===== src/rtl/pwm_output_stage_if.sv =====
// pwm_output_stage_if: bundles the enable/mode/duty controls and the PWM
// output pins of pwm_output_stage.
// There is no valid/ready handshake on this bus. The master holds the
// control fields as plain levels, synchronous to clk. The stage samples
// them on every rising edge. out and period_start are registered outputs
// of the slave.
interface pwm_output_stage_if;
    logic [7:0]  en_out_7_0;
    logic [7:0]  en_out_15_8;
    logic [7:0]  en_reg_pwm_7_0;
    logic [7:0]  en_reg_pwm_15_8;
    logic [7:0]  pwm_duty_cycle;
    logic [15:0] out;
    logic        period_start;

    modport master (
        output en_out_7_0, en_out_15_8, en_reg_pwm_7_0, en_reg_pwm_15_8,
        output pwm_duty_cycle,
        input  out, period_start
    );

    modport slave (
        input  en_out_7_0, en_out_15_8, en_reg_pwm_7_0, en_reg_pwm_15_8,
        input  pwm_duty_cycle,
        output out, period_start
    );
endinterface


===== src/rtl/pwm_output_stage.sv =====
// pwm_output_stage: 16-channel PWM / static-high output stage.
// A prescaler divides clk by CLK_DIV to step an 8-bit period counter.
// Each channel is either off, static high, or PWM against the shared duty.
//
// Optional feature macro: PWM_SHADOW_EN
//   When defined, the enable, mode and duty inputs are captured into shadow
//   registers only at the 255->0 wrap. Changes therefore land on period
//   boundaries.
//   When undefined, the inputs drive the compare logic directly.
module pwm_output_stage #(
    parameter int CLK_DIV = 13
) (
    input  logic                 clk,
    input  logic                 rst,
    pwm_output_stage_if.slave    bus
);

    logic [7:0]  presc;
    logic [7:0]  cnt;
    logic        tick;
    logic        wrap;
    logic [15:0] eff_en;
    logic [15:0] eff_pwm;
    logic [7:0]  eff_duty;
    logic        pwm_on;
    logic [15:0] out_next;

    assign tick = (presc == 8'(CLK_DIV - 1));
    assign wrap = tick && (cnt == 8'hFF);

    // Prescaler: counts 0..CLK_DIV-1 and restarts on tick.
    always_ff @(posedge clk) begin
        if (rst)       presc <= 8'd0;
        else if (tick) presc <= 8'd0;
        else           presc <= presc + 8'd1;
    end

    // Period counter: one step per tick, natural 8-bit wrap 255->0.
    always_ff @(posedge clk) begin
        if (rst)       cnt <= 8'd0;
        else if (tick) cnt <= cnt + 8'd1;
    end

`ifdef PWM_SHADOW_EN
    logic [15:0] sh_en;
    logic [15:0] sh_pwm;
    logic [7:0]  sh_duty;

    // Shadow load only at the period wrap, so a running period is never altered.
    always_ff @(posedge clk) begin
        if (rst) begin
            sh_en   <= 16'h0000;
            sh_pwm  <= 16'h0000;
            sh_duty <= 8'h00;
        end else if (wrap) begin
            sh_en   <= {bus.en_out_15_8, bus.en_out_7_0};
            sh_pwm  <= {bus.en_reg_pwm_15_8, bus.en_reg_pwm_7_0};
            sh_duty <= bus.pwm_duty_cycle;
        end
    end

    assign eff_en   = sh_en;
    assign eff_pwm  = sh_pwm;
    assign eff_duty = sh_duty;
`else
    assign eff_en   = {bus.en_out_15_8, bus.en_out_7_0};
    assign eff_pwm  = {bus.en_reg_pwm_15_8, bus.en_reg_pwm_7_0};
    assign eff_duty = bus.pwm_duty_cycle;
`endif

    // Compare: duty 0xFF is forced fully on so the last step never drops low.
    always_comb begin
        pwm_on   = (cnt < eff_duty) || (eff_duty == 8'hFF);
        out_next = eff_en & (~eff_pwm | {16{pwm_on}});
    end

    // Output register. period_start marks the first cycle with cnt == 0.
    always_ff @(posedge clk) begin
        if (rst) begin
            bus.out          <= 16'h0000;
            bus.period_start <= 1'b0;
        end else begin
            bus.out          <= out_next;
            bus.period_start <= wrap;
        end
    end

endmodule

===== src/flat_wrapper.sv =====
// flat-port wrapper written by rule: the top's interface ports become plain ports
module pwm_output_stage_flat 
#(
    parameter int CLK_DIV = 13
)
  (clk, rst, bus_en_out_7_0, bus_en_out_15_8, bus_en_reg_pwm_7_0, bus_en_reg_pwm_15_8, bus_pwm_duty_cycle, bus_out, bus_period_start);
  pwm_output_stage_if bus_i ();
  input  logic clk;
  input  logic rst;
  input wire logic [$bits(bus_i.en_out_7_0)-1:0] bus_en_out_7_0;
  input wire logic [$bits(bus_i.en_out_15_8)-1:0] bus_en_out_15_8;
  input wire logic [$bits(bus_i.en_reg_pwm_7_0)-1:0] bus_en_reg_pwm_7_0;
  input wire logic [$bits(bus_i.en_reg_pwm_15_8)-1:0] bus_en_reg_pwm_15_8;
  input wire logic [$bits(bus_i.pwm_duty_cycle)-1:0] bus_pwm_duty_cycle;
  output wire logic [$bits(bus_i.out)-1:0] bus_out;
  output wire logic [$bits(bus_i.period_start)-1:0] bus_period_start;
  assign bus_i.en_out_7_0 = bus_en_out_7_0;
  assign bus_i.en_out_15_8 = bus_en_out_15_8;
  assign bus_i.en_reg_pwm_7_0 = bus_en_reg_pwm_7_0;
  assign bus_i.en_reg_pwm_15_8 = bus_en_reg_pwm_15_8;
  assign bus_i.pwm_duty_cycle = bus_pwm_duty_cycle;
  assign bus_out = bus_i.out;
  assign bus_period_start = bus_i.period_start;
  pwm_output_stage #(.CLK_DIV(CLK_DIV)) u_core (.clk(clk), .rst(rst), .bus(bus_i));
endmodule

===== config.mk =====
export PLATFORM = sky130hd
export DESIGN_NAME = pwm_output_stage_flat
export DESIGN_NICKNAME = d
export VERILOG_FILES = /design/src/rtl/pwm_output_stage_if.sv /design/src/rtl/pwm_output_stage.sv /design/src/flat_wrapper.sv
export SDC_FILE = /design/constraint.sdc
export NUM_CORES = 1
export LEC_CHECK = 0
export ABC_CLOCK_PERIOD_IN_PS = 4100
export BUFFER_PORTS_ARGS = -buffer_cell sky130_fd_sc_hd__clkbuf_2
export CAP_MARGIN = 25
export CORE_MARGIN = 10
export CORE_UTILIZATION = 50
export DETAILED_ROUTE_END_ITERATION = 10
export GPL_ROUTABILITY_DRIVEN = 0
export HOLD_SLACK_MARGIN = 0.03
export PLACE_DENSITY = 0.81
export SKIP_CTS_REPAIR_TIMING = 1
export SYNTH_ARGS = -nofsm -noshare
export SYNTH_HDL_FRONTEND = slang
export SYNTH_SLANG_ARGS = --single-unit

===== constraint.sdc =====
create_clock -name clk -period 4.1 [get_ports clk]
set_clock_uncertainty 0.05 [all_clocks]
set_input_delay 0.205 -clock clk [delete_from_list [all_inputs] [get_ports clk]]
set_output_delay 0.205 -clock clk [all_outputs]
set_load 0.05 [all_outputs]

* Yosys cells after proc, flatten, opt, wreduce, memory -nomap -nowiden
Index checks and enable logic that the tools add are counted.
** Word-level totals
- Register bits after elaboration :: 33
- Input port bits :: 42
- Output and inout port bits :: 17
** Cells by class
- Add/subtract/negate cells :: 2
- Reduce and logical (&&, ||, !) cells :: 3
- Bitwise gates (word level) :: 3
- $lt $le $gt $ge :: 1
- Equal/unequal tests :: 3
** Operators with widths (count)
- adder 8 x 1 -> 8 bit, second input constant :: 2
- bitwise AND 16 bit :: 1
- == test 8 bit, second input constant :: 2
- NOT 16 bit :: 1
- OR 16 bit :: 1
- == test 8 x 4 -> 1 bit, second input constant :: 1
- < comparator 8 bit :: 1
- OR reduction 2 bit :: 1
- logical AND 1 bit :: 1
- logical OR 1 bit :: 1

* Logic depth before layout (Yosys ltp)
Gate-level depths: netlist of run 1.
- Depth in word-level cells :: 4
- Mapped depth :: 7

* Worst setup path before layout of run 1
No wires, ideal clock.
- Path type :: register to register
- Start point :: reg u_core.cnt[6]
- End point :: reg u_core.bus.out[10]
- Stages on the path, launching flop included :: 7
- Path slack :: 2334 ps
- Required time :: 3931 ps
- Clock period less this slack :: 1766 ps
- Setup time :: 119 ps
- Arrival :: 1597 ps
- Path through :: dfxtp_1 ha_1 and4_1 o21ai_0 o32ai_2 buf_2 a21oi_1
** On the way
- Cells in the longest elaborated chain, start to end :: 4
** Ends and longest elaborated chain
- from (decl) :: line pwm_output_stage.sv:19 : logic [7:0] cnt;
- from (signal assigned) :: line pwm_output_stage.sv:41 : else if (tick) cnt <= cnt + 8'd1;
- < comparator 8 bit :: line pwm_output_stage.sv:73 : pwm_on = (cnt < eff_duty) || (eff_duty == 8'hFF);
- logical OR 1 bit :: line pwm_output_stage.sv:73
- OR 16 bit :: line pwm_output_stage.sv:74 : out_next = eff_en & (~eff_pwm | {16{pwm_on}});
- bitwise AND 16 bit :: line pwm_output_stage.sv:74
- to (signal assigned) :: line pwm_output_stage.sv:83 : bus.out <= out_next;
- to (decl) :: line pwm_output_stage_if.sv:25 : output out, period_start
Every way passes these cells.
A chain may end at the register's enable or synchronous reset.

* Final worst setup path of run 1
- Start point :: reg u_core.cnt[5]
- End point :: reg u_core.bus.out[12]
Same word-level chain as after synthesis.

==> out/summary.txt, run 1 <==
Clk Latency, worst-skew pair = 0.32 ns
Starting Density = 51.29%
Total grt overflow = 0
Pins Over Slew Limit = 0
Vias per cell = 5.054
Setup violators final = 0
Routed len/inst = 14.64 um
Reg-to-reg startpoint = u_core.cnt[5]
Hold/Removal Path Class = input pin to flop
Initial antenna violation count = 0
Yosys reg bits = 33
Worst Path Buf+Inv = 1
Sequential share of the synthesized area = 42.89%
Die height = 75.50 um
Outcome = complete, no violations
Final period util = 68.41%
Reg2reg end = u_core.bus.out[12]
Worst path required time = 4.26 ns
Most frequent cells in the layout = clkbuf_2, dfxtp_1, dlygate4sd3_1
Actual slew at the worst max-slew pin = 0.9869 ns
Worst Slack Setup Final = 1.295 ns
Num CTS Buffers = 5
Die Span X = 75.50 um
Gate Count Post-Synth = 161
Final total power = 625.1 uW
Nets@finish = 295
Max Cap Violations = 0
CP Depth = 6
Element type at the critical path end = flop
Vias = 1395
Post-synthesis mux area share = 0%
Drt total wl = 4.041 mm
Worst-path clk slew = 0.09 ns
Worst Setup EP = u_core.bus.out[12]
Final Cell Area = 0.002116 sq mm
Clk buf depth = 2
Slew HR = 34.20%
XOR/XNOR Fraction of Synth Area = 7.392%
Ratio of cells with drive above 1 in the final layout = 30.04%
Vias in the first global route = 1341
Static Leakage = 0.0009997 uW
CP max stage delay = 0.87 ns
CTS tree = built
DR DRC count = 0
Post-route ant nets = 0
Fraction of the mapped netlist area in adder cells = 8.123%
TNS Setup = 0 ns
Diode count = 0
CTS H-tree depth = 2
DPL Wire Length = 2.686 mm
Placed cell area = 0.001831 sq mm
Final hold viol count = 0
Worst-path cell chain = ha_1 > and4_1 > o21ai_0 > o32ai_2 > a21oi_1 > dlygate4sd3_1
Syn_nets = 213
Largest net degree at the start of global routing = 28
Power per Cell Area = 295.4 mW/mm^2
Commonest non-fill, non-tap cell in the layout = clkbuf_2
Critical Path Start = u_core.cnt[5]
RSZ-0062 raised after global routing = false
Maximum VDD drop = 238.6 uV
Post-Synth Simple-Gate Area = 26.08%
Root Driver = clkbuf_4
IO Count = 59
Mapped cell area = 0.001540 sq mm
Max Fclk = 0.3565 GHz
Critical path peak fanout = 16
Reg2reg path depth = 6
Slowest stage cell on the critical path = o32ai_2
Core Area = 0.003003 sq mm
DR pass1 iterations = 4
First-pass GRT wire length = 5.747 mm
Critical path arrival = 2.97 ns
Die area = 0.005700 sq mm
Initial DRC count = 76
R2r setup slk = 1.30 ns
Critical Path Start Type = flop
Largest family of logic cells by synthesized area = simple AND/OR/NAND/NOR gates
FP Rows = 20
P&R area growth vs syn = 37.37%
Critical path class = flop to flop
Total GRT Usage = 13.21%
Synth Area in Compound Gates = 10.15%
Post-place setup slack = 1.946 ns
# fillers = 232
Distinct cells, synth = 31
CP delay by family, top = compound AO/OA/AOI/OAI gates
Avg Inst Size Synth = 9.567 sq um
Clk sink count = 33
YS warnings = 0
Buffers added on ports = 58
Min Tclk post-route = 2.805 ns
-- worst min path at each step --
| stage | from | to | slack (ns) | cells after the start |
|---|---|---|---|---|
| after floorplan | bus_en_reg_pwm_7_0[0] | u_core.bus.out[0] | 0.24 | 1 |
| after global placement | bus_en_reg_pwm_15_8[7] | u_core.bus.out[15] | 0.33 | 2 |
| final | bus_en_out_15_8[7] | u_core.bus.out[15] | 0.04 | 3 |
| after detailed placement | bus_en_reg_pwm_7_0[5] | u_core.bus.out[5] | 0.33 | 2 |
| after CTS | bus_en_reg_pwm_15_8[6] | u_core.bus.out[14] | -0.03 | 2 |
| after global routing | bus_en_out_7_0[4] | u_core.bus.out[4] | 0.04 | 3 |
-- cells in the mapped netlist (all sizes together) --
cell           n  area, sq um
nor4           3        63.81
a21oi         18        90.09
xor2           5        43.79
nand4          5        31.28
nor2          18        67.56
and3           1        6.260
and4           1        8.760
or2            1        6.260
o21a           1        7.510
inv           11        41.29
nor3           3        26.28
nor4b          1        15.01
buf            3        21.27
xnor2          8        70.07
o21ai          2        10.01
nand3          4        20.02
a2111oi        1        15.01
dlymetal6s2s   1        12.51
nand2b        17        106.4
dfxtp         33        660.6
ha            10        125.1
or3            1        6.260
nand2          6        22.52
a21o           1        7.510
a41o           1        10.01
clkbuf         2        7.510
and2           1        6.260
nand4b         1        15.01
o32ai          1        16.27
-- logic make-up after synthesis --
| kind of cell | count (synthesis) |
|---|---|
| compound gates | 25 |
| fa+ha+maj | 10 |
| flops | 33 |
| simple gates | 63 |
| xor+xnor | 13 |
| buf+inv | 17 |
-- area by class of cell --
class,count,area [sq um],share of cell area [%]
multi-input cells,111,797.0,37.67
flip-flops and latches,33,660.6,31.22
repair buffers,81,520.5,24.60
clock buffers,7,55.05,2.602
inverters,11,41.29,1.952
well taps,33,41.29,1.952
-- state kept, by name, summed over array words and instances (netlist names) --
signal,cells
u_core.bus.out,16
u_core.cnt,8
u_core.presc,8
u_core.bus.period_start,1
-- report_power, final --
part / switching [uW] / internal, uW / leakage [uW]
combinational: 61.5 / 46.3 / 0.000697
clock: 100 / 80.9 / 0.0000314
sequential: 4.92 / 331 / 0.000271
total: 166 / 459 / 0.00100
-- per-stage QoR --
| step | instances | hold slack [ns] | util, % |
|---|---|---|---|
| finish | 276 | 0.03606 | 70.46 |
| global route | 276 | 0.03638 | 70.46 |
| CTS | 253 | -0.02778 | 62.79 |
| detailed placement | 246 | 0.3291 | 60.96 |
| global placement | 246 | 0.3261 | 60.96 |
| floorplan | 161 | 0.2428 | - |
-- metal layers --
layer  vias to the layer above  track usage, %  part of all wire (%)
li1                        702               -                     -
met1                       638           13.32                    36
met2                        48           22.19                    52
met3                         7           7.552                    10
met4                         0           4.948                   1.6
met5                         -               0                     0
-- tightest hold or removal path: cells and delay by family --
kind,cells,cell delay (ns)
buf+inv,1,0.08
simple gates,1,0.05
compound gates,1,0.04
No activity file was read; power rests on OpenSTA's default activity.
==> run 2: changes to the inputs <==
--- a/config.mk
+++ b/config.mk
@@ -5,15 +5,15 @@
 export SDC_FILE = /design/constraint.sdc
 export NUM_CORES = 1
 export LEC_CHECK = 0
-export ABC_CLOCK_PERIOD_IN_PS = 4100
+export ABC_CLOCK_PERIOD_IN_PS = 2350
 export BUFFER_PORTS_ARGS = -buffer_cell sky130_fd_sc_hd__clkbuf_2
 export CAP_MARGIN = 25
 export CORE_MARGIN = 10
-export CORE_UTILIZATION = 50
+export CORE_UTILIZATION = 43
 export DETAILED_ROUTE_END_ITERATION = 10
 export GPL_ROUTABILITY_DRIVEN = 0
 export HOLD_SLACK_MARGIN = 0.03
-export PLACE_DENSITY = 0.81
+export PLACE_DENSITY = 0.74
 export SKIP_CTS_REPAIR_TIMING = 1
 export SYNTH_ARGS = -nofsm -noshare
 export SYNTH_HDL_FRONTEND = slang
==> constraint.sdc (replaced) <==
create_clock -name clk -period 2.35 [get_ports clk]
set_clock_uncertainty 0.05 [all_clocks]
set_input_delay 0.1175 -clock clk [delete_from_list [all_inputs] [get_ports clk]]
set_output_delay 0.1175 -clock clk [all_outputs]
set_load 0.05 [all_outputs]
==> run 2 against run 1 <==
Clock power is 73% higher. Setup slack got worse by 0.70 ns. Sequential share of layout area decreased by 1.6 points. Combinational power is 85% higher. Non-clock buffer count grew 10. Critical path type unchanged. Largest power group unchanged.
==> out/summary.txt, run 2 (same netlist as run 1, synthesis figures left out) <==
Outcome = complete, no violations (unchanged)
First-pass GRT wire length = 5.913 mm (was 5.747 mm)
CTS tree = built (unchanged)
Largest net degree at the start of global routing = 28 (unchanged)
Clk buf depth = 2 (unchanged)
Commonest non-fill, non-tap cell in the layout = clkbuf_2 (unchanged)
Critical path class = flop to flop (unchanged)
R2r setup slk = 0.60 ns (was 1.30 ns)
Vias per cell = 4.759 (was 5.054)
Placed cell count = 260 (was 246)
P&R area growth vs syn = 44.76% (was 37.37%)
Hold Startpoint = rst (was bus_en_out_15_8[7])
TNS Setup = 0 ns (unchanged)
Grt met3 use = 9.572% (was 7.552%)
Net Sw Frac = 26.42% (was 26.63%)
RSZ-0062 raised after global routing = false (unchanged)
FP Rows = 21 (was 20)
DPL Wire Length = 2.834 mm (was 2.686 mm)
NetSw = 290.6 uW (was 166.5 uW)
Diode count = 0 (unchanged)
Static Leakage = 0.001033 uW (was 0.0009997 uW)
Most frequent cells in the layout = clkbuf_2, dfxtp_1, dlygate4sd3_1 (unchanged)
Critical path arrival = 1.92 ns (was 2.97 ns)
Initial antenna violation count = 0 (unchanged)
Total grt overflow = 0 (unchanged)
IO Count = 59 (unchanged)
Nets@finish = 305 (was 295)
Largest Register = u_core.bus.out (unchanged)
Min Tclk post-route = 1.755 ns (was 2.805 ns)
M1 GR Usage = 11.53% (was 13.32%)
Ratio of cells with drive above 1 in the final layout = 29.25% (was 30.04%)
WHS Endpoint = u_core.presc[6] (was u_core.bus.out[15])
Vias in the first global route = 1381 (was 1341)
DR pass1 iterations = 4 (unchanged)
Maximum VDD drop = 321.7 uV (was 238.6 uV)
Clock power share = 28.5% (was 28.9%)
Die height = 79.85 um (was 75.50 um)
# fillers = 274 (was 232)
Reg2reg end = u_core.bus.out[6] (was u_core.bus.out[12])
Num CTS Buffers = 5 (unchanged)
Internal Power = 809.5 uW (was 458.6 uW)
Max Cap Violations = 0 (unchanged)
Drt total wl = 4.300 mm (was 4.041 mm)
Post-route ant nets = 0 (unchanged)
Die area = 0.006376 sq mm (was 0.005700 sq mm)
Initial DRC count = 34 (was 76)
Die Span X = 79.85 um (was 75.50 um)
Power per Cell Area = 493.4 mW/mm^2 (was 295.4 mW/mm^2)
Final period util = 74.67% (was 68.41%)
Worst-path clk slew = 0.09 ns (about the same)
Root Driver = clkbuf_4 (unchanged)
Final hold viol count = 0 (unchanged)
Critical Path Start Type = flop (unchanged)
Post-Layout Cell Count = 299 (was 276)
Number of flip-flops in the largest register = 16 (unchanged)
Starting Density = 45.44% (was 51.29%)
Worst hold stages = 2 (was 3)
Setup violators final = 0 (unchanged)
Actual slew at the worst max-slew pin = 0.4695 ns (was 0.9869 ns)
Final total power = 1100 uW (was 625.1 uW)
Buffers added on ports = 58 (unchanged)
Clk Latency, worst-skew pair = 0.32 ns (about the same)
Max Fclk = 0.5699 GHz (was 0.3565 GHz)
Reg2reg path depth = 6 (unchanged)
Vias = 1423 (was 1395)
Post-route core utilization = 65.78% (was 70.46%)
Flop pwr share = 53.3% (was 53.8%)
Combinational power share = 18.2% (was 17.2%)
Routed len/inst = 14.38 um (was 14.64 um)
Top flop regs = u_core.bus.out x16, u_core.cnt x8, u_core.presc x8 (unchanged)
Reg-to-reg startpoint = u_core.cnt[5] (unchanged)
Worst path required time = 2.51 ns (was 4.26 ns)
DR DRC count = 0 (unchanged)
Core Area = 0.003390 sq mm (was 0.003003 sq mm)
Clk sink count = 33 (unchanged)
Hold_ws = 0.2469 ns (was 0.03606 ns)
Critical path peak fanout = 16 (unchanged)
Hold/Removal Path Class = input pin to flop (unchanged)
Busiest grt layer = met2 (unchanged)
CTS H-tree depth = 2 (unchanged)
Met2 usage = 18.12% (was 22.19%)
Slew HR = 68.70% (was 34.20%)
Total GRT Usage = 11.89% (was 13.21%)
Element type at the critical path end = flop (unchanged)
Pins Over Slew Limit = 0 (unchanged)
-- run 2: power groups by stage --
| stage | Combinational [uW] | Clock [uW] | Sequential (uW) |
|---|---|---|---|
| final | 200 | 314 | 587 |
| after global routing | 218 | 347 | 589 |
| after CTS | 155 | 321 | 587 |
| after detailed placement | 155 | 0 | 600 |
| after global placement | 151 | 0 | 599 |
| after floorplan | 44.0 | 0 | 652 |
-- run 2: per-stage QoR --
step | area (sq um) | setup slack (ns)
after global placement | 1854 | 0.6751
final | 2230 | 0.5953
after CTS | 1909 | 0.5816
after global routing | 2230 | 0.4885
after detailed placement | 1854 | 0.6096
after floorplan | 1540 | 0.5838
-- run 2: worst max-delay path, cell delays in order, from the launching register on --
cell	delay, ns
dfxtp_1	0.37
ha_1	0.31
and4_1	0.18
o21ai_0	0.11
o32ai_2	0.28
buf_4	0.25
a21oi_1	0.10
-- run 2: how the worst max path moves through the flow --
| stage | from | cells after the start | slack [ns] | to |
|---|---|---|---|---|
| finish | u_core.cnt[5] | 6 | 0.60 | u_core.bus.out[6] |
| global route | u_core.cnt[5] | 6 | 0.49 | u_core.bus.out[6] |
| CTS | u_core.cnt[5] | 6 | 0.58 | u_core.bus.out[9] |
| detailed placement | u_core.cnt[5] | 6 | 0.61 | u_core.bus.out[9] |
| global placement | u_core.cnt[6] | 6 | 0.68 | u_core.bus.out[6] |
| floorplan | u_core.cnt[6] | 6 | 0.58 | u_core.bus.out[10] |
-- run 2: layout make-up --
type | count | area [sq um] | area share (%)
repair buffers | 91 | 618.1 | 27.72
clock buffers | 7 | 55.05 | 2.469
inverters | 11 | 41.29 | 1.852
multi-input cells | 111 | 797.0 | 35.75
well taps | 46 | 57.56 | 2.581
flip-flops and latches | 33 | 660.6 | 29.63
-- run 2: routing by layer --
layer	wire length, um	vias to the layer above
met1	1541	641
met3	624	5
met4	51	0
li1	-	723
met5	0	-
met2	2083	54
